$ cat config.mk
export PLATFORM = sky130hd
export DESIGN_NAME = scb_wb_scheduler
export DESIGN_NICKNAME = d
export VERILOG_FILES = /design/src/rtl/scb_wb_scheduler.sv
export SDC_FILE = /design/constraint.sdc
export NUM_CORES = 1
export LEC_CHECK = 0
export ABC_AREA = 1
export CAP_MARGIN = 40
export CORE_ASPECT_RATIO = 0.9
export CORE_MARGIN = 3
export CORE_UTILIZATION = 49
export CTS_CLUSTER_SIZE = 24
export DETAILED_ROUTE_END_ITERATION = 8
export GPL_TIMING_DRIVEN = 0
export PLACE_DENSITY = 0.74
export SLEW_MARGIN = 10
export SYNTH_ARGS = -nofsm -noshare
export SYNTH_HDL_FRONTEND = slang
export SYNTH_SLANG_ARGS = --single-unit
$ cat constraint.sdc
create_clock -name clk -period 4.75 [get_ports clk]
set_input_delay 0.95 -clock clk [delete_from_list [all_inputs] [get_ports clk]]
set_output_delay 0.95 -clock clk [all_outputs]
set_load 0.02 [all_outputs]
$ cat src/rtl/scb_wb_scheduler.sv
`default_nettype none
// scb_wb_scheduler: issue arbiter and owner of the shared writeback bus (stable reservations + unstable req/ack).
// Optional macro SCB_UST_STARVE_GUARD_EN adds a starvation guard that drains the bus for the unstable pipe.
module scb_wb_scheduler #(
  parameter int N_REQ      = 4,
  parameter int MAX_LAT    = 8,
  parameter int STARVE_LIM = 16,
  parameter int LAT_W      = $clog2(MAX_LAT + 1),
  parameter int SRC_W      = $clog2(N_REQ + 1)
) (
  input  logic                   clk,
  input  logic                   rst,
  input  logic                   flush,
  input  logic [N_REQ-1:0]       iss_req,
  input  logic [N_REQ-1:0]       iss_stable,
  input  logic [N_REQ*LAT_W-1:0] iss_lat,
  output logic [N_REQ-1:0]       iss_grant,
  input  logic                   ust_req,
  output logic                   ust_ack,
  output logic                   wb_valid,
  output logic [SRC_W-1:0]       wb_src,
  output logic                   ust_busy
);
  localparam int PTR_W = (N_REQ > 1) ? $clog2(N_REQ) : 1;
  localparam int EXT_N = 2 ** LAT_W;
  localparam logic [LAT_W-1:0] MAX_LAT_V = LAT_W'(MAX_LAT);
  localparam logic [PTR_W:0]   N_REQ_V   = (PTR_W + 1)'(N_REQ);

  logic [MAX_LAT-1:0] occ_valid;
  logic [SRC_W-1:0]   occ_id [MAX_LAT];
  logic [EXT_N-1:0]   occ_ext;
  logic [PTR_W-1:0]   rr_ptr;
  logic               busy_q;
  logic               starve_blk;
  logic               active;
  logic [LAT_W-1:0]   lat_of [N_REQ];
  logic [N_REQ-1:0]   elig;
  logic [PTR_W:0]     cand;
  logic               gnt_any;
  logic               gnt_fire;
  logic               gnt_stable;
  logic [PTR_W-1:0]   gnt_idx;
  logic [LAT_W-1:0]   gnt_lat;

  assign active = !rst && !flush;

  for (genvar r = 0; r < N_REQ; r++) begin : g_lat
    assign lat_of[r] = iss_lat[r*LAT_W +: LAT_W];
  end

  // Slots at or beyond MAX_LAT read as free, so any latency value can index safely.
  always_comb begin
    occ_ext = '0;
    occ_ext[MAX_LAT-1:0] = occ_valid;
  end

  always_comb begin
    elig = '0;
    for (int r = 0; r < N_REQ; r++) begin
      if (iss_stable[r])
        elig[r] = iss_req[r] && (lat_of[r] != '0) && (lat_of[r] <= MAX_LAT_V)
                  && !occ_ext[lat_of[r]] && !starve_blk;
      else
        elig[r] = iss_req[r] && !busy_q;
    end
  end

  always_comb begin
    gnt_any = 1'b0;
    gnt_idx = '0;
    cand    = '0;
    for (int i = 0; i < N_REQ; i++) begin
      cand = {1'b0, rr_ptr} + (PTR_W + 1)'(i);
      if (cand >= N_REQ_V) cand = cand - N_REQ_V;
      if (!gnt_any && elig[cand[PTR_W-1:0]]) begin
        gnt_any = 1'b1;
        gnt_idx = cand[PTR_W-1:0];
      end
    end
  end

  assign gnt_fire   = gnt_any && active;
  assign gnt_stable = iss_stable[gnt_idx];
  assign gnt_lat    = lat_of[gnt_idx];

  always_comb begin
    iss_grant = '0;
    if (gnt_fire) iss_grant[gnt_idx] = 1'b1;
  end

  assign ust_ack  = ust_req && busy_q && !occ_valid[0] && active;
  assign ust_busy = busy_q && !rst;

  always_comb begin
    wb_valid = 1'b0;
    wb_src   = '0;
    if (active) begin
      if (occ_valid[0]) begin
        wb_valid = 1'b1;
        wb_src   = occ_id[0];
      end else if (ust_ack) begin
        wb_valid = 1'b1;
        wb_src   = SRC_W'(N_REQ);
      end
    end
  end

  // A grant checks occ[L]; after the shift that entry is occ[L-1], so the write never hits a live slot.
  always_ff @(posedge clk) begin
    if (rst) begin
      occ_valid <= '0;
      for (int k = 0; k < MAX_LAT; k++) occ_id[k] <= '0;
      rr_ptr <= '0;
      busy_q <= 1'b0;
    end else if (flush) begin
      occ_valid <= '0;
      busy_q    <= 1'b0;
    end else begin
      occ_valid <= {1'b0, occ_valid[MAX_LAT-1:1]};
      for (int k = 0; k < MAX_LAT - 1; k++) occ_id[k] <= occ_id[k+1];
      occ_id[MAX_LAT-1] <= '0;
      if (gnt_fire && gnt_stable) begin
        for (int k = 0; k < MAX_LAT; k++) begin
          if (gnt_lat == LAT_W'(k + 1)) begin
            occ_valid[k] <= 1'b1;
            occ_id[k]    <= SRC_W'(gnt_idx);
          end
        end
      end
      if (gnt_fire)
        rr_ptr <= (gnt_idx == PTR_W'(N_REQ - 1)) ? '0 : gnt_idx + PTR_W'(1);
      if (ust_ack)
        busy_q <= 1'b0;
      else if (gnt_fire && !gnt_stable)
        busy_q <= 1'b1;
    end
  end

`ifdef SCB_UST_STARVE_GUARD_EN
  localparam int CNT_W = $clog2(STARVE_LIM + 1);
  logic [CNT_W-1:0] starve_cnt;

  always_ff @(posedge clk) begin
    if (rst || flush || ust_ack)
      starve_cnt <= '0;
    else if (ust_req && (starve_cnt != CNT_W'(STARVE_LIM)))
      starve_cnt <= starve_cnt + CNT_W'(1);
  end

  assign starve_blk = (starve_cnt >= CNT_W'(STARVE_LIM));
`else
  logic unused_starve_lim;
  assign unused_starve_lim = (STARVE_LIM > 0);
  assign starve_blk = 1'b0;
`endif

endmodule
`default_nettype wire

### After elaboration in Yosys (flattened, before gate mapping)

Memory sizes are Yosys's and may differ from the RTL's.
Index checks and enable logic that the tools add are counted.

* logic and storage cells: 224
* flip-flop bits (word level): 11
* output and inout port bits: 10
* memories kept: 1
* RAM bits: 24

Memories
* occ_id: depth 8, width 3, rd ports 8, clocked after memory_dff 0, write ports 8, line 30 `logic [SRC_W-1:0] occ_id [MAX_LAT];`

* bitwise logic cells: 19
* $lt $le $gt $ge: 19
* add/subtract/negate cells: 8
* equal/unequal tests: 9
* multiplexer cells: 116
* reduce and logical (&&, ||, !) cells: 48

Operators with widths (count)
* two-way mux 1 bit: 73
* two-way mux 3 bit: 19
* logical AND 1 bit: 28
* < comparator 4 x 5 -> 1 bit (second input constant): 4
* two-way mux 2 bit: 9
* binary-select mux 1 bit (select 4 bit): 4
* == test 4 x 3 -> 1 bit (second input constant): 4
* <= comparator 4 bit (second input constant): 4
* bitwise OR 1 bit: 16
* nonzero test 4 bit: 4
* < comparator 2 x 3 -> 1 bit (second input constant): 5
* greater-or-equal comparator 3 bit (second input constant): 4
* logical NOT 1 bit: 12
* two-way mux 4 bit: 3
* binary-select mux 1 bit (select 2 bit): 5
* binary-select mux 4 bit (select 2 bit): 1
* == test 4 x 2 -> 1 bit (second input constant): 2
* subtractor 2 x 1 -> 2 bit (second input constant): 4
* two-way mux 7 bit: 1
* adder 2 x 2 -> 3 bit (second input constant): 2
* OR reduction 3 bit: 2
* == test 4 x 1 -> 1 bit (second input constant): 1
* == test 4 bit (second input constant): 1
* adder 2 x 1 -> 3 bit (second input constant): 1
* 9 further kinds: 10

### Logic depth before layout (Yosys ltp)

Gate-level depths: netlist (run 1).

* depth in word-level cells: 28
* mapped depth: 26
* mapped depth without buffers: 25

### Worst setup path before layout (run 1)

Ideal clock, no wire load.

* path kind: input to output
* from: in iss_lat[5]
* to: out iss_grant[3]
* required time: 3800 ps
* data arrival time: 2747 ps
* path buffers: 1
* stages: 19
* slack: 1053 ps
* cells stage by stage: inv_1 nand3_1 nand2_1 nand2_1 nor2_1 nand2_1 nand2_1 nand3_1 nand3_2 nand2_4 nand2_2 nand2_2 nand2_1 nand3_2 buf_6 inv_1 ha_1 inv_1 nor2_1

* longest elaborated chain between the ends: 22
* elaborated cells between the ends (all ways): 38
* those cells by class: order compare: 3; mux: 22; reduce/logical: 13

RTL lines
* start, declared: line 16 `input logic [N_REQ*LAT_W-1:0] iss_lat,`
* binary-select mux 1 bit (select 4 bit) / nonzero test 4 bit (equally long branches): line 62, 61
* two-way mux 1 bit (not written as such) / logical AND 1 bit (equally long branches): line 62, 61
* logical NOT 1 bit / logical AND 1 bit (equally long branches): line 62, 61
* logical AND 1 bit *: line 62 `&& !occ_ext[lat_of[r]] && !starve_blk;`
* two-way mux 1 bit *: line 60 `if (iss_stable[r])`
* binary-select mux 1 bit (select 2 bit): line 75 `if (!gnt_any && elig[cand[PTR_W-1:0]]) begin`
* two-way mux 1 bit (not written as such): line 75
* two-way mux 1 bit: line 75
* [7 not listed]
* logical AND 1 bit: line 75
* two-way mux 2 bit *: line 75
* via gnt_idx[0]: line 42 `logic [PTR_W-1:0] gnt_idx;`
* < comparator 2 x 3 -> 1 bit (not written as such) / greater-or-equal comparator 2 x 1 -> 1 bit (equally long branches): line 88 `if (gnt_fire) iss_grant[gnt_idx] = 1'b1;`
* logical AND 1 bit (not written as such): line 88
* two-way mux 1 bit (not written as such): line 88
* demux 1 bit (select 2 bit) *: line 88
* two-way mux 4 bit *: line 88
* end, declared: line 17 `output logic [N_REQ-1:0] iss_grant,`

The timed path passes the listed nets; every way through them passes the cells marked *. The select of a mux whose other input is x is not followed.

### Worst setup path after layout (run 1)

* from: in iss_lat[0]
* to: out iss_grant[2]

* longest elaborated chain between the ends: 22
* elaborated cells between the ends (all ways): 38
* those cells by class: order compare: 3; mux: 22; reduce/logical: 13

RTL lines (line)
* binary-select mux 1 bit (select 4 bit) / nonzero test 4 bit (equally long branches): 62, 61
* two-way mux 1 bit (not written as such) / logical AND 1 bit (equally long branches): 62, 61
* logical NOT 1 bit / logical AND 1 bit (equally long branches): 62, 61
* logical AND 1 bit *: 62
* two-way mux 1 bit *: 60
* binary-select mux 1 bit (select 2 bit): 75
* two-way mux 1 bit (not written as such): 75
* two-way mux 1 bit: 75
* [6 not listed]
* logical NOT 1 bit: 75
* logical AND 1 bit: 75
* two-way mux 2 bit: 75
* < comparator 2 x 3 -> 1 bit (not written as such) / greater-or-equal comparator 2 x 1 -> 1 bit (equally long branches): 88
* logical AND 1 bit (not written as such): 88
* two-way mux 1 bit (not written as such): 88
* demux 1 bit (select 2 bit): 88
* two-way mux 4 bit *: 88

Every way passes the cells marked *; elsewhere a longest branch is shown, timed or not. The select of a mux whose other input is x is not followed.

==> results of run 1 <==
## cell families after synthesis
family | count (synthesis) | synth area share, %
adders and majority gates | 4 | 2.082
DFF | 27 | 29.15
and+or+nand+nor | 241 | 51.43
xor gates and xnor gates | 1 | 0.3645
AOI/OAI and AO/OA | 26 | 6.767
buffers and inverters | 60 | 10.20
## cells in the final DEF (no fill, tap or decap), types with 5 or more instances in the layout
cell type and instances:
sky130_fd_sc_hd__inv_2 14, sky130_fd_sc_hd__nand3_2 18, sky130_fd_sc_hd__nand2_1 103, sky130_fd_sc_hd__o21ai_0 5, sky130_fd_sc_hd__dfxtp_1 11, sky130_fd_sc_hd__nor2_4 5, sky130_fd_sc_hd__nand3_1 51, sky130_fd_sc_hd__a21oi_1 13
sky130_fd_sc_hd__nand2_2 14, sky130_fd_sc_hd__nor2_2 5, sky130_fd_sc_hd__nand4_1 9, sky130_fd_sc_hd__clkdlybuf4s50_1 33, sky130_fd_sc_hd__edfxtp_1 16, sky130_fd_sc_hd__inv_1 38, sky130_fd_sc_hd__nor2_1 31
## routing by layer
layer	track usage [%]	vias up	wire length, um
li1	-	1254	-
met2	36.70	73	2729
met3	2.978	4	365
met1	29.75	1112	2858
met4	3.002	0	29
met5	0	-	0
## path summary, 6_finish.rpt
path         slack (ps)          from      endpoint  depth (start not counted)
min                 540  occ_valid[1]  occ_valid[0]                          2
max                 210    iss_lat[0]  iss_grant[2]                         18
max reg2reg        1700  occ_valid[7]  occ_id[1][0]                         25
min reg2reg         540  occ_valid[1]  occ_valid[0]                          2
## tightest hold or removal path: stages, from the launching register on
cell and delay, ps:
sky130_fd_sc_hd__dfxtp_1 350, sky130_fd_sc_hd__inv_1 80, sky130_fd_sc_hd__a21oi_1 60
## area by class of cell
cell class                 instances  area share [%]
clock buffer                       4           1.548
timing repair buffer              40           13.07
sequential                        27           24.08
multi-input combinational        272           50.09
tap                               62           2.666
buffer                             6           1.462
inverter                          54           7.094
## stage by stage
step           setup slack (ps)  instance area (sq um)
2_1_floorplan              1053                   2404
3_3_place_gp             -271.1                   2851
3_5_place_dp             -302.2                   2851
4_1_cts                   20.45                   2910
5_1_grt                   20.38                   2910
6_report                  211.1                   2910
## report_power, final
group	total [W]	internal, W	switching (W)
Sequential	0.000286	0.000275	0.0000118
Clock	0.000134	0.0000602	0.0000734
Combinational	0.000969	0.000318	0.000651
## flip-flops by register name, summed over array words and instances (netlist names)
name / cells
occ_id: 16
occ_valid: 8
busy_q: 1
rr_ptr: 2
## what timing repair did
item | CTS | global route
endpoints found under the setup margin | 4 | 2
pin swaps | 2 | 0
buffers inserted | 2 | 1
gates resized for setup | 5 | 4
==> results_tabular.tex, run 1 <==
\begin{tabular}{lr}
\hline
Metric & Value \\
\hline
\multicolumn{2}{l}{\textbf{Routing}} \\
Vias per cell & 5.254 \\
DR vias & between 2000 and 2500 \\
Remaining number of nets flagged by the antenna check after routing & 0 \\
Detailed-router iteration count before antenna repair & 5 \\
Final wirelength & between 5 and 6 mm \\
Remaining routing DRC violations & 0 \\
Initial DRC count & about 130 \\
Routed wirelength normalized by instance count & around 13 um \\
\multicolumn{2}{l}{\textbf{Power}} \\
Leakage dissipation & between 1 and 1.5 nW \\
Highest ir drop seen on vdd & roughly 0.23 mV \\
Power density relative to cell area & 477.4 mW/mm\^{}2 \\
Post-route total power & 0.001389 W \\
\multicolumn{2}{l}{\textbf{Clock network}} \\
CTS sink count & 27 \\
Hold-fix buffers at CTS & 0 \\
Number of buffers created by CTS & 3 \\
CTS root buffer & sky130\_fd\_sc\_hd\_\_clkbuf\_8 \\
H-tree levels & 1 \\
CTS tree & built \\
Source-to-sink clock delay at the later pin of the worst-skew pair & 270 ps \\
Clock Path Buffers & 2 \\
CTS clock-pin slew for the worst setup and hold paths & roughly 90 ps \\
\multicolumn{2}{l}{\textbf{Synthesis}} \\
Count of mapped cells out of synthesis & about 360 \\
Post-Synthesis Cell Area & about 0.0024 sq mm \\
Unique masters post-synth & 27 \\
Ys async rst share & 0\% \\
Mapped Nets & just under 400 \\
Most area-hungry cell type in the Yosys netlist & sky130\_fd\_sc\_hd\_\_edfxtp\_1 \\
Most instantiated library cell after synthesis & sky130\_fd\_sc\_hd\_\_nand2\_1 \\
Sequential element share of the synthesized area & 29.15\% \\
Cell types with the highest counts after synthesis & 103 x sky130\_fd\_sc\_hd\_\_nand2\_1, 51 x sky130\_fd\_sc\_hd\_\_nand3\_1, 39 x sky130\_fd\_sc\_hd\_\_inv\_1 \\
Flip-flop and latch count after synthesis & 27 \\
Number of enable flip-flop cells after synthesis & 16 \\
Prevailing post-synth register cell & sky130\_fd\_sc\_hd\_\_edfxtp\_1 \\
Most area-consuming cells after synthesis & sky130\_fd\_sc\_hd\_\_edfxtp\_1 20\%, sky130\_fd\_sc\_hd\_\_nand2\_1 16\%, sky130\_fd\_sc\_hd\_\_nand3\_1 11\% \\
Share of the synthesized area in the top cell type & between 10\% and 20\% \\
Number of warnings issued by yosys & 0 \\
Avg Cell Area, Syn & between 6 and 7 sq um \\
\multicolumn{2}{l}{\textbf{Cells and area}} \\
Final core occ & $\sim$63\% \\
Total of fill cells in the finished design & 460 \\
NumNets Final & between 400 and 500 \\
Signed area change from the synthesized netlist to the final layout & 21.08\% \\
ANT cells & 0 \\
Fraction of final layout cells sized beyond drive strength 1 & 18.86\% \\
Sequential cell area & approximately 700 sq um \\
Combined area of the multi-input logic cells & $\sim$0.0015 sq mm \\
Final cell count without fillers & 465 \\
\multicolumn{2}{l}{\textbf{STA}} \\
Fmax & $\sim$220 MHz \\
Unrepaired setup endpoints after global routing & false \\
Clock Skew & 2.058 ps \\
Slew Limit Fails & 0 \\
Worst-Margin Slew & between 600 and 700 ps \\
Total of endpoints with negative setup slack in the final report & 0 \\
Fin crit share & between 90\% and 100\% \\
Slew margin rel. & around 56\% \\
Final hold viol count & 0 \\
Clock period minus worst slack & about 4500 ps \\
Final hold slack & around 540 ps \\
Setup Total Neg Slack & 0 ps \\
\multicolumn{2}{l}{\textbf{Run}} \\
Number of maximum-capacitance constraint violations & 0 \\
\multicolumn{2}{l}{\textbf{GRT}} \\
Initial antenna violation count & 0 \\
First-pass GRT wire length & $\sim$10 mm \\
Largest net degree at the start of global routing & 17 \\
Vias in the first global route & 2269 \\
Total track usage & between 20 and 25\% \\
Global-route congestion overflow total & 0 \\
\multicolumn{2}{l}{\textbf{Setup path}} \\
Type of the worst setup path & in2out \\
Worst path slowest cell & sky130\_fd\_sc\_hd\_\_clkdlybuf4s50\_1 \\
Buffers plus inverters on the worst setup path & 5 \\
Worst EP arrival & between 3000 and 4000 ps \\
Crit path required time & 3800 ps \\
Chain of cells forming the critical path & clkdlybuf4s50\_1 > inv\_2 > nand2\_1 > nand3\_1 > nand2\_1 > nand2\_1 > nand3\_1 > nand2\_1 > nand3\_1 > nand3\_1 > o21ai\_4 > nand4\_2 > nand3\_2 > buf\_6 > ha\_1 > inv\_1 > nor2\_1 > dlygate4sd2\_1 \\
Cell family with most CP delay & buffers and inverters \\
Element type at the critical path end & primary output \\
Max Fanout on Critical Path & 11 \\
Largest stage delay on the critical path & approximately 570 ps \\
Type of element launching the critical path & primary input \\
\multicolumn{2}{l}{\textbf{Die}} \\
Height of the die & a little over 70 um \\
Initial Util & a little over half \\
Placeable core region & 0.004604 sq mm \\
Die Area & around 0.0058 sq mm \\
Top-Level Pins & 38 \\
Number of rows in the core area & 23 \\
DIE WIDTH & approximately 80 um \\
\multicolumn{2}{l}{\textbf{Place}} \\
Final GP Congestion & 0.9340 \\
Post-DP HPWL & around 4.6 mm \\
Buffers on Ports & 37 \\
\# placed instances & roughly 460 \\
\multicolumn{2}{l}{\textbf{Hold path}} \\
Hold Path Class & reg2reg \\
\multicolumn{2}{l}{\textbf{Status}} \\
Outcome & complete, no violations \\
\hline
\end{tabular}
No activity file was read; power rests on OpenSTA's default activity.
==> inputs of run 2 (changes only) <==
--- a/config.mk
+++ b/config.mk
@@ -6,13 +6,14 @@
 export NUM_CORES = 1
 export LEC_CHECK = 0
 export ABC_AREA = 1
-export CAP_MARGIN = 40
+export CAP_MARGIN = 10
 export CORE_ASPECT_RATIO = 0.9
 export CORE_MARGIN = 3
 export CORE_UTILIZATION = 49
 export CTS_CLUSTER_SIZE = 24
 export DETAILED_ROUTE_END_ITERATION = 8
 export GPL_TIMING_DRIVEN = 0
+export MAX_ROUTING_LAYER = met4
 export PLACE_DENSITY = 0.74
 export SLEW_MARGIN = 10
 export SYNTH_ARGS = -nofsm -noshare
==> results_tabular.tex, run 2 (synthesized netlist as in run 1, its figures left out) <==
\begin{tabular}{lr}
\hline
Metric & Value \\
\hline
\multicolumn{2}{l}{\textbf{Setup path}} \\
Library cell appearing most often on the critical path & sky130\_fd\_sc\_hd\_\_nand2\_1 \\
Worst EP arrival & 3490 ps (-100 ps) \\
Chain of cells forming the critical path & clkdlybuf4s50\_1 > inv\_2 > a21oi\_1 > nor2\_1 > nor2\_1 > nand2\_1 > nand2\_1 > nand3\_2 > nand2\_1 > nand2\_1 > nand2\_1 > nand2\_2 > nand2\_1 > nand3\_1 > o21ai\_4 > buf\_4 > ha\_1 > inv\_1 > nor2\_1 > clkbuf\_2 \\
Buffers plus inverters on the worst setup path & 5 (unchanged) \\
Cell family with most CP delay & simple AND/OR/NAND/NOR gates \\
Reg-to-reg slack, setup & 1860 ps (+160 ps) \\
Type of the worst setup path & in2out \\
Crit path required time & 3800 ps (about the same) \\
Worst path slowest cell & sky130\_fd\_sc\_hd\_\_clkdlybuf4s50\_1 \\
Element type at the critical path end & primary output \\
Type of element launching the critical path & primary input \\
Max Fanout on Critical Path & 10 (-1) \\
Largest stage delay on the critical path & 530 ps (-40 ps) \\
\multicolumn{2}{l}{\textbf{STA}} \\
Clock Skew & 2.688 ps (+0.6303 ps) \\
Unrepaired setup endpoints after global routing & false \\
Fmax & 225.3 MHz (+2.2\%) \\
Fin crit share & 93.46\% (-2.1 points) \\
Total of endpoints with negative setup slack in the final report & 0 (unchanged) \\
Slew Limit Fails & 0 (unchanged) \\
Slew margin rel. & 54.11\% (-2.3 points) \\
Setup Total Neg Slack & 0 ps (unchanged) \\
Clock period minus worst slack & 4439 ps (-99.49 ps) \\
Worst-Margin Slew & 686.8 ps (+35.11 ps) \\
Final hold viol count & 0 (unchanged) \\
\multicolumn{2}{l}{\textbf{Die}} \\
Top-Level Pins & 38 (unchanged) \\
Initial Util & 52.20\% (unchanged) \\
Placeable core region & 0.004604 sq mm (unchanged) \\
Die Area & 0.005783 sq mm (unchanged) \\
Height of the die & 72.45 um (unchanged) \\
Number of rows in the core area & 23 (unchanged) \\
DIE WIDTH & 79.83 um (unchanged) \\
\multicolumn{2}{l}{\textbf{Power}} \\
Highest ir drop seen on vdd & 0.2978 mV (+30\%) \\
Leakage dissipation & 1.400 nW (+2.6\%) \\
Power density relative to cell area & 474.2 mW/mm\^{}2 (-0.67\%) \\
\multicolumn{2}{l}{\textbf{Routing}} \\
DR vias & 2395 (-2.0\%) \\
Routed wirelength normalized by instance count & 12.76 um (-0.85\%) \\
Final wirelength & 5.933 mm (-0.85\%) \\
Initial DRC count & 128 (+0.79\%) \\
Vias per cell & 5.151 (-2.0\%) \\
Remaining number of nets flagged by the antenna check after routing & 0 (unchanged) \\
Remaining routing DRC violations & 0 (unchanged) \\
Detailed-router iteration count before antenna repair & 5 (unchanged) \\
\multicolumn{2}{l}{\textbf{Cells and area}} \\
NumNets Final & 436 (unchanged) \\
Final cell count without fillers & 465 (unchanged) \\
Total of fill cells in the finished design & 451 (-2.0\%) \\
ANT cells & 0 (unchanged) \\
Combined area of the multi-input logic cells & 0.001458 sq mm (unchanged) \\
Leading registers by flop count & occ\_id (16), occ\_valid (8), rr\_ptr (2) \\
Commonest non-fill, non-tap cell in the layout & sky130\_fd\_sc\_hd\_\_nand2\_1 \\
Register bank with the most flops & occ\_id \\
Fraction of final layout cells sized beyond drive strength 1 & 18.86\% (unchanged) \\
Most used cells in the layout excluding fill and tap cells & 103 x sky130\_fd\_sc\_hd\_\_nand2\_1, 51 x sky130\_fd\_sc\_hd\_\_nand3\_1, 38 x sky130\_fd\_sc\_hd\_\_inv\_1, 32 x sky130\_fd\_sc\_hd\_\_clkdlybuf4s50\_1, 31 x sky130\_fd\_sc\_hd\_\_nor2\_1 \\
Signed area change from the synthesized netlist to the final layout & 21.50\% \\
Max FFs per register & 16 (unchanged) \\
Sequential cell area & 700.7 sq um (unchanged) \\
\multicolumn{2}{l}{\textbf{Clock network}} \\
CTS root buffer & sky130\_fd\_sc\_hd\_\_clkbuf\_8 \\
H-tree levels & 1 (unchanged) \\
Number of buffers created by CTS & 3 (unchanged) \\
CTS tree & built \\
CTS clock-pin slew for the worst setup and hold paths & 90 ps (about the same) \\
Source-to-sink clock delay at the later pin of the worst-skew pair & 270 ps (about the same) \\
Hold-fix buffers at CTS & 0 (unchanged) \\
CTS sink count & 27 (unchanged) \\
Clock Path Buffers & 2 (unchanged) \\
\multicolumn{2}{l}{\textbf{GRT}} \\
Largest net degree at the start of global routing & 17 (unchanged) \\
Vias in the first global route & 2210 (-2.6\%) \\
Global-route congestion overflow total & 0 (unchanged) \\
Total track usage & 22.10\% (+0.62 points) \\
First-pass GRT wire length & 9.922 mm (-0.83\%) \\
Initial antenna violation count & 0 (unchanged) \\
\multicolumn{2}{l}{\textbf{Run}} \\
Number of maximum-capacitance constraint violations & 0 (unchanged) \\
\multicolumn{2}{l}{\textbf{Place}} \\
Final GP Congestion & 0.9546 (+2.2\%) \\
\# placed instances & 458 (unchanged) \\
Post-DP HPWL & 4.612 mm (-0.44\%) \\
Buffers on Ports & 37 (unchanged) \\
\multicolumn{2}{l}{\textbf{Hold path}} \\
Hold Path Class & reg2reg \\
\multicolumn{2}{l}{\textbf{Status}} \\
Outcome & complete, no violations \\
\hline
\end{tabular}
run 2: routing by layer:
layer	wire [um]	part of all wire, %	up-vias	GRT usage, %
met3	476	8.0	7	4.342
met1	2758	46	1063	29.80
met5	0	0	-	-
met4	55	0.93	0	4.128
li1	-	-	1253	-
met2	2643	45	72	35.03
run 2: worst reg2reg max path: stages, from the launching register on:
cell                      delay [ps]
sky130_fd_sc_hd__dfxtp_1         310
sky130_fd_sc_hd__inv_1           180
sky130_fd_sc_hd__nand2_1          80
sky130_fd_sc_hd__nand3_1          80
sky130_fd_sc_hd__nand2_1          50
sky130_fd_sc_hd__nand2_1          50
sky130_fd_sc_hd__nand3_1         100
sky130_fd_sc_hd__nand2_1         100
sky130_fd_sc_hd__nand3_1         110
sky130_fd_sc_hd__nand2_1         130
sky130_fd_sc_hd__nand2_1          60
sky130_fd_sc_hd__nand2_1          70
sky130_fd_sc_hd__nand2_2          80
sky130_fd_sc_hd__nand2_1         100
sky130_fd_sc_hd__inv_2            40
sky130_fd_sc_hd__nor2_2          140
sky130_fd_sc_hd__nor2_4           60
sky130_fd_sc_hd__buf_4           180
sky130_fd_sc_hd__nand3_1         120
sky130_fd_sc_hd__nand2_2         120
sky130_fd_sc_hd__inv_2            80
sky130_fd_sc_hd__nand2_2          60
sky130_fd_sc_hd__nor2_4          110
sky130_fd_sc_hd__nand2_1         120
sky130_fd_sc_hd__nand3_1          90
sky130_fd_sc_hd__nand2_1          60
run 2: cell type report:
cell class              count  area share (%)
inverters                  54           7.069
repair buffers             40           13.37
well taps                  62           2.656
plain buffers               6           1.457
multi-input cells         272           49.91
clock buffers               4           1.542
flip-flops and latches     27           23.99
run 2: power breakdown:
group | switching [W] | leakage [nW] | internal, W
Sequential | 0.0000117 | 0.267 | 0.000275
Combinational | 0.000646 | 1.11 | 0.000320
Clock | 0.0000717 | 0.0228 | 0.0000602
run 2: path summary, 6_finish.rpt:
path | from | to | cells after the start
worst max-delay path | iss_lat[4] | iss_grant[3] | 20
worst min-delay path | occ_valid[2] | occ_valid[1] | 2
worst max register to register | occ_valid[7] | occ_id[1][0] | 25
worst min register to register | occ_valid[2] | occ_valid[1] | 2
run 2: timing repair:
item                                    4_1_cts  5_1_grt
buffers inserted                              2        1
hold endpoints to repair                      0        0
endpoints found under the setup margin        4        4
resized for setup                             3        7
pin swaps                                     2        0
run 2: through the flow:
stage	hold slack [ps]	instance area [sq um]	utilization [%]	total power, W	setup WS [ps]
final	553.2	2920	63.42	0.001385	310.6
after global routing	591.6	2920	63.42	0.001503	8.729
after CTS	543.1	2913	63.26	0.001375	1.433
after detailed placement	529.4	2851	61.93	0.001219	-277.0
after global placement	518.0	2851	61.93	0.001204	-252.4
after floorplan	472.1	2404	-	0.001029	1053
==> inputs of run 3 (changes only) <==
--- a/config.mk
+++ b/config.mk
@@ -12,9 +12,10 @@
 export CORE_UTILIZATION = 49
 export CTS_CLUSTER_SIZE = 24
 export DETAILED_ROUTE_END_ITERATION = 8
+export DONT_BUFFER_PORTS = 1
 export GPL_TIMING_DRIVEN = 0
 export MAX_ROUTING_LAYER = met4
-export PLACE_DENSITY = 0.74
+export PLACE_DENSITY = 0.64
 export SLEW_MARGIN = 10
 export SYNTH_ARGS = -nofsm -noshare
 export SYNTH_HDL_FRONTEND = slang
==> results_tabular.tex, run 3 (synthesized netlist as in run 1, its figures left out) <==
\begin{tabular}{lr}
\hline
Metric & Value \\
\hline
\multicolumn{2}{l}{\textbf{Status}} \\
Outcome & complete, no violations \\
\multicolumn{2}{l}{\textbf{Power}} \\
Highest ir drop seen on vdd & 0.3143 mV (+5.5\%) \\
Power density relative to cell area & 516.0 mW/mm\^{}2 (+8.8\%) \\
Internal Power & 0.0006008 W (-8.3\%) \\
Net switching power & 0.0007027 W (-3.7\%) \\
Register share of total power & 21.9\% (+1.2 points) \\
Combinational group share of total power & 68.1\% (-1.7 points) \\
Switching Share & 53.91\% (+1.2 points) \\
Clock group share of total power & 10.0\% (+0.5 points) \\
Post-route total power & 0.001304 W (-5.9\%) \\
Leakage dissipation & 1.204 nW (-14\%) \\
\multicolumn{2}{l}{\textbf{Die}} \\
Die Area & 0.005783 sq mm (unchanged) \\
Top-Level Pins & 38 (unchanged) \\
Height of the die & 72.45 um (unchanged) \\
Number of rows in the core area & 23 (unchanged) \\
Initial Util & 52.20\% (unchanged) \\
DIE WIDTH & 79.83 um (unchanged) \\
Placeable core region & 0.004604 sq mm (unchanged) \\
\multicolumn{2}{l}{\textbf{Clock network}} \\
CTS root buffer & sky130\_fd\_sc\_hd\_\_clkbuf\_8 \\
CTS tree & built \\
Number of buffers added for setup after CTS & 0 (-2) \\
Clock Path Buffers & 2 (unchanged) \\
Source-to-sink clock delay at the later pin of the worst-skew pair & 270 ps (about the same) \\
Hold-fix buffers at CTS & 0 (unchanged) \\
H-tree levels & 1 (unchanged) \\
Number of gates resized after cts & 0 (-3) \\
CTS sink count & 27 (unchanged) \\
CTS clock-pin slew for the worst setup and hold paths & 90 ps (about the same) \\
Number of buffers created by CTS & 3 (unchanged) \\
\multicolumn{2}{l}{\textbf{Routing}} \\
DR vias & 2198 (-8.2\%) \\
Routed wirelength normalized by instance count & 13.27 um (+4.0\%) \\
Remaining routing DRC violations & 0 (unchanged) \\
Detailed-router iteration count before antenna repair & 5 (unchanged) \\
Final wirelength & 5.641 mm (-4.9\%) \\
Vias per cell & 5.172 (+0.41\%) \\
Remaining number of nets flagged by the antenna check after routing & 0 (unchanged) \\
Initial DRC count & 109 (-15\%) \\
\multicolumn{2}{l}{\textbf{Cells and area}} \\
Combined area of the multi-input logic cells & 0.001458 sq mm (unchanged) \\
Signed area change from the synthesized netlist to the final layout & 5.101\% \\
Commonest non-fill, non-tap cell in the layout & sky130\_fd\_sc\_hd\_\_nand2\_1 \\
Post-layout instance area & 0.002526 sq mm (-13\%) \\
NumNets Final & 396 (-9.2\%) \\
Most used cells in the layout excluding fill and tap cells & 103 x sky130\_fd\_sc\_hd\_\_nand2\_1, 51 x sky130\_fd\_sc\_hd\_\_nand3\_1, 39 x sky130\_fd\_sc\_hd\_\_inv\_1, 31 x sky130\_fd\_sc\_hd\_\_nor2\_1, 18 x sky130\_fd\_sc\_hd\_\_nand3\_2 \\
Register bank with the most flops & occ\_id \\
Max FFs per register & 16 (unchanged) \\
Final core occ & 54.86\% (-8.6 points) \\
Fraction of final layout cells sized beyond drive strength 1 & 19.28\% (+0.43 points) \\
Leading registers by flop count & occ\_id (16), occ\_valid (8), rr\_ptr (2) \\
Total of fill cells in the finished design & 483 (+7.1\%) \\
ANT cells & 0 (unchanged) \\
Sequential cell area & 700.7 sq um (unchanged) \\
\multicolumn{2}{l}{\textbf{GRT}} \\
Initial antenna violation count & 0 (unchanged) \\
Total track usage & 21.81\% (-0.29 points) \\
First-pass GRT wire length & 9.687 mm (-2.4\%) \\
Vias in the first global route & 2056 (-7.0\%) \\
Largest net degree at the start of global routing & 17 (unchanged) \\
Global-route congestion overflow total & 0 (unchanged) \\
\multicolumn{2}{l}{\textbf{STA}} \\
Total of endpoints with negative setup slack in the final report & 0 (unchanged) \\
Setup Total Neg Slack & 0 ps (unchanged) \\
Clock period minus worst slack & 4065 ps (-374.9 ps) \\
Unrepaired setup endpoints after global routing & false \\
Clock Skew & 2.725 ps (+0.03722 ps) \\
Slew margin rel. & 52.80\% (-1.3 points) \\
Final hold viol count & 0 (unchanged) \\
Fmax & 246.0 MHz (+9.2\%) \\
Worst-Margin Slew & 705.5 ps (+18.70 ps) \\
Fin crit share & 85.57\% (-7.9 points) \\
Final hold slack & 536.9 ps (-16.38 ps) \\
Slew Limit Fails & 0 (unchanged) \\
\multicolumn{2}{l}{\textbf{Setup path}} \\
Type of element launching the critical path & primary input \\
Type of the worst setup path & in2out \\
Max Fanout on Critical Path & 11 (+1) \\
Worst EP arrival & 3110 ps (-380 ps) \\
Element type at the critical path end & primary output \\
Crit path required time & 3800 ps (about the same) \\
\multicolumn{2}{l}{\textbf{Place}} \\
Final GP Congestion & 0.9021 (-5.5\%) \\
Buffers on Ports & 0 (-100\%) \\
Post-DP HPWL & 4.466 mm (-3.2\%) \\
Placed cell areas & 0.002481 sq mm (-13\%) \\
\multicolumn{2}{l}{\textbf{Hold path}} \\
Hold Path Class & reg2reg \\
\multicolumn{2}{l}{\textbf{Run}} \\
Number of maximum-capacitance constraint violations & 0 (unchanged) \\
\hline
\end{tabular}
-- run 3: cell types whose count changed in the layout (fill, tap and decap cells not counted), sizes merged --
| cell | previous run | this run |
|---|---|---|
| clkdlybuf4s50 | 32 | 0 |
| buf | 7 | 4 |
| dlymetal6s2s | 3 | 0 |
| clkbuf | 8 | 6 |
| clkinvlp | 1 | 0 |
| inv | 52 | 53 |
-- run 3: layout make-up --
cell class / instances / area share [%]
Sequential cell: 27 / 27.74
Buffer: 6 / 1.684
Inverter: 54 / 8.024
Tap cell: 62 / 3.071
Multi-Input combinational cell: 272 / 57.70
Clock buffer: 4 / 1.783
-- run 3: path summary, 6_finish.rpt --
kind | slack, ps | startpoint | cells after the start | to
worst min register to register | 540 | occ_valid[1] | 2 | occ_valid[0]
worst max-delay path | 690 | iss_lat[5] | 19 | iss_grant[3]
worst max register to register | 1860 | occ_valid[2] | 17 | occ_id[1][1]
worst min-delay path | 540 | occ_valid[1] | 2 | occ_valid[0]
-- run 3: routing by layer --
layer	wire [um]	GRT usage [%]	part of all wire [%]	vias to the layer above
met5	0	-	0	-
met4	20	2.439	0.35	0
met3	317	3.226	5.6	4
met2	2516	33.83	45	48
met1	2787	31.37	49	979
li1	-	-	-	1167
-- run 3: through the flow --
step                worst slack [ps]  instances
CTS                            683.2        425
global placement               683.4        421
detailed placement             688.5        421
finish                         685.5        425
global route                   342.7        425
floorplan                       1053        359
-- run 3: power groups by stage --
stage / combinational (W) / sequential (W) / clock (W)
3_3_place_gp: 0.000872 / 0.000291 / 0
6_report: 0.000888 / 0.000286 / 0.000130
5_1_grt: 0.000995 / 0.000288 / 0.000142
3_5_place_dp: 0.000889 / 0.000291 / 0
2_1_floorplan: 0.000742 / 0.000288 / 0
4_1_cts: 0.000890 / 0.000286 / 0.000134
-- run 3: critical path, stage by stage --
cell	delay [ps]
sky130_fd_sc_hd__inv_1	100
sky130_fd_sc_hd__nand3_1	90
sky130_fd_sc_hd__nand2_1	60
sky130_fd_sc_hd__nand2_1	40
sky130_fd_sc_hd__nor2_1	70
sky130_fd_sc_hd__nand2_1	80
sky130_fd_sc_hd__nand2_1	100
sky130_fd_sc_hd__nand3_1	110
sky130_fd_sc_hd__nand3_2	110
sky130_fd_sc_hd__nand2_4	70
sky130_fd_sc_hd__nand2_2	110
sky130_fd_sc_hd__nand2_2	60
sky130_fd_sc_hd__nand2_1	70
sky130_fd_sc_hd__nand3_2	130
sky130_fd_sc_hd__buf_6	190
sky130_fd_sc_hd__inv_1	210
sky130_fd_sc_hd__ha_1	190
sky130_fd_sc_hd__inv_1	40
sky130_fd_sc_hd__nor2_1	310
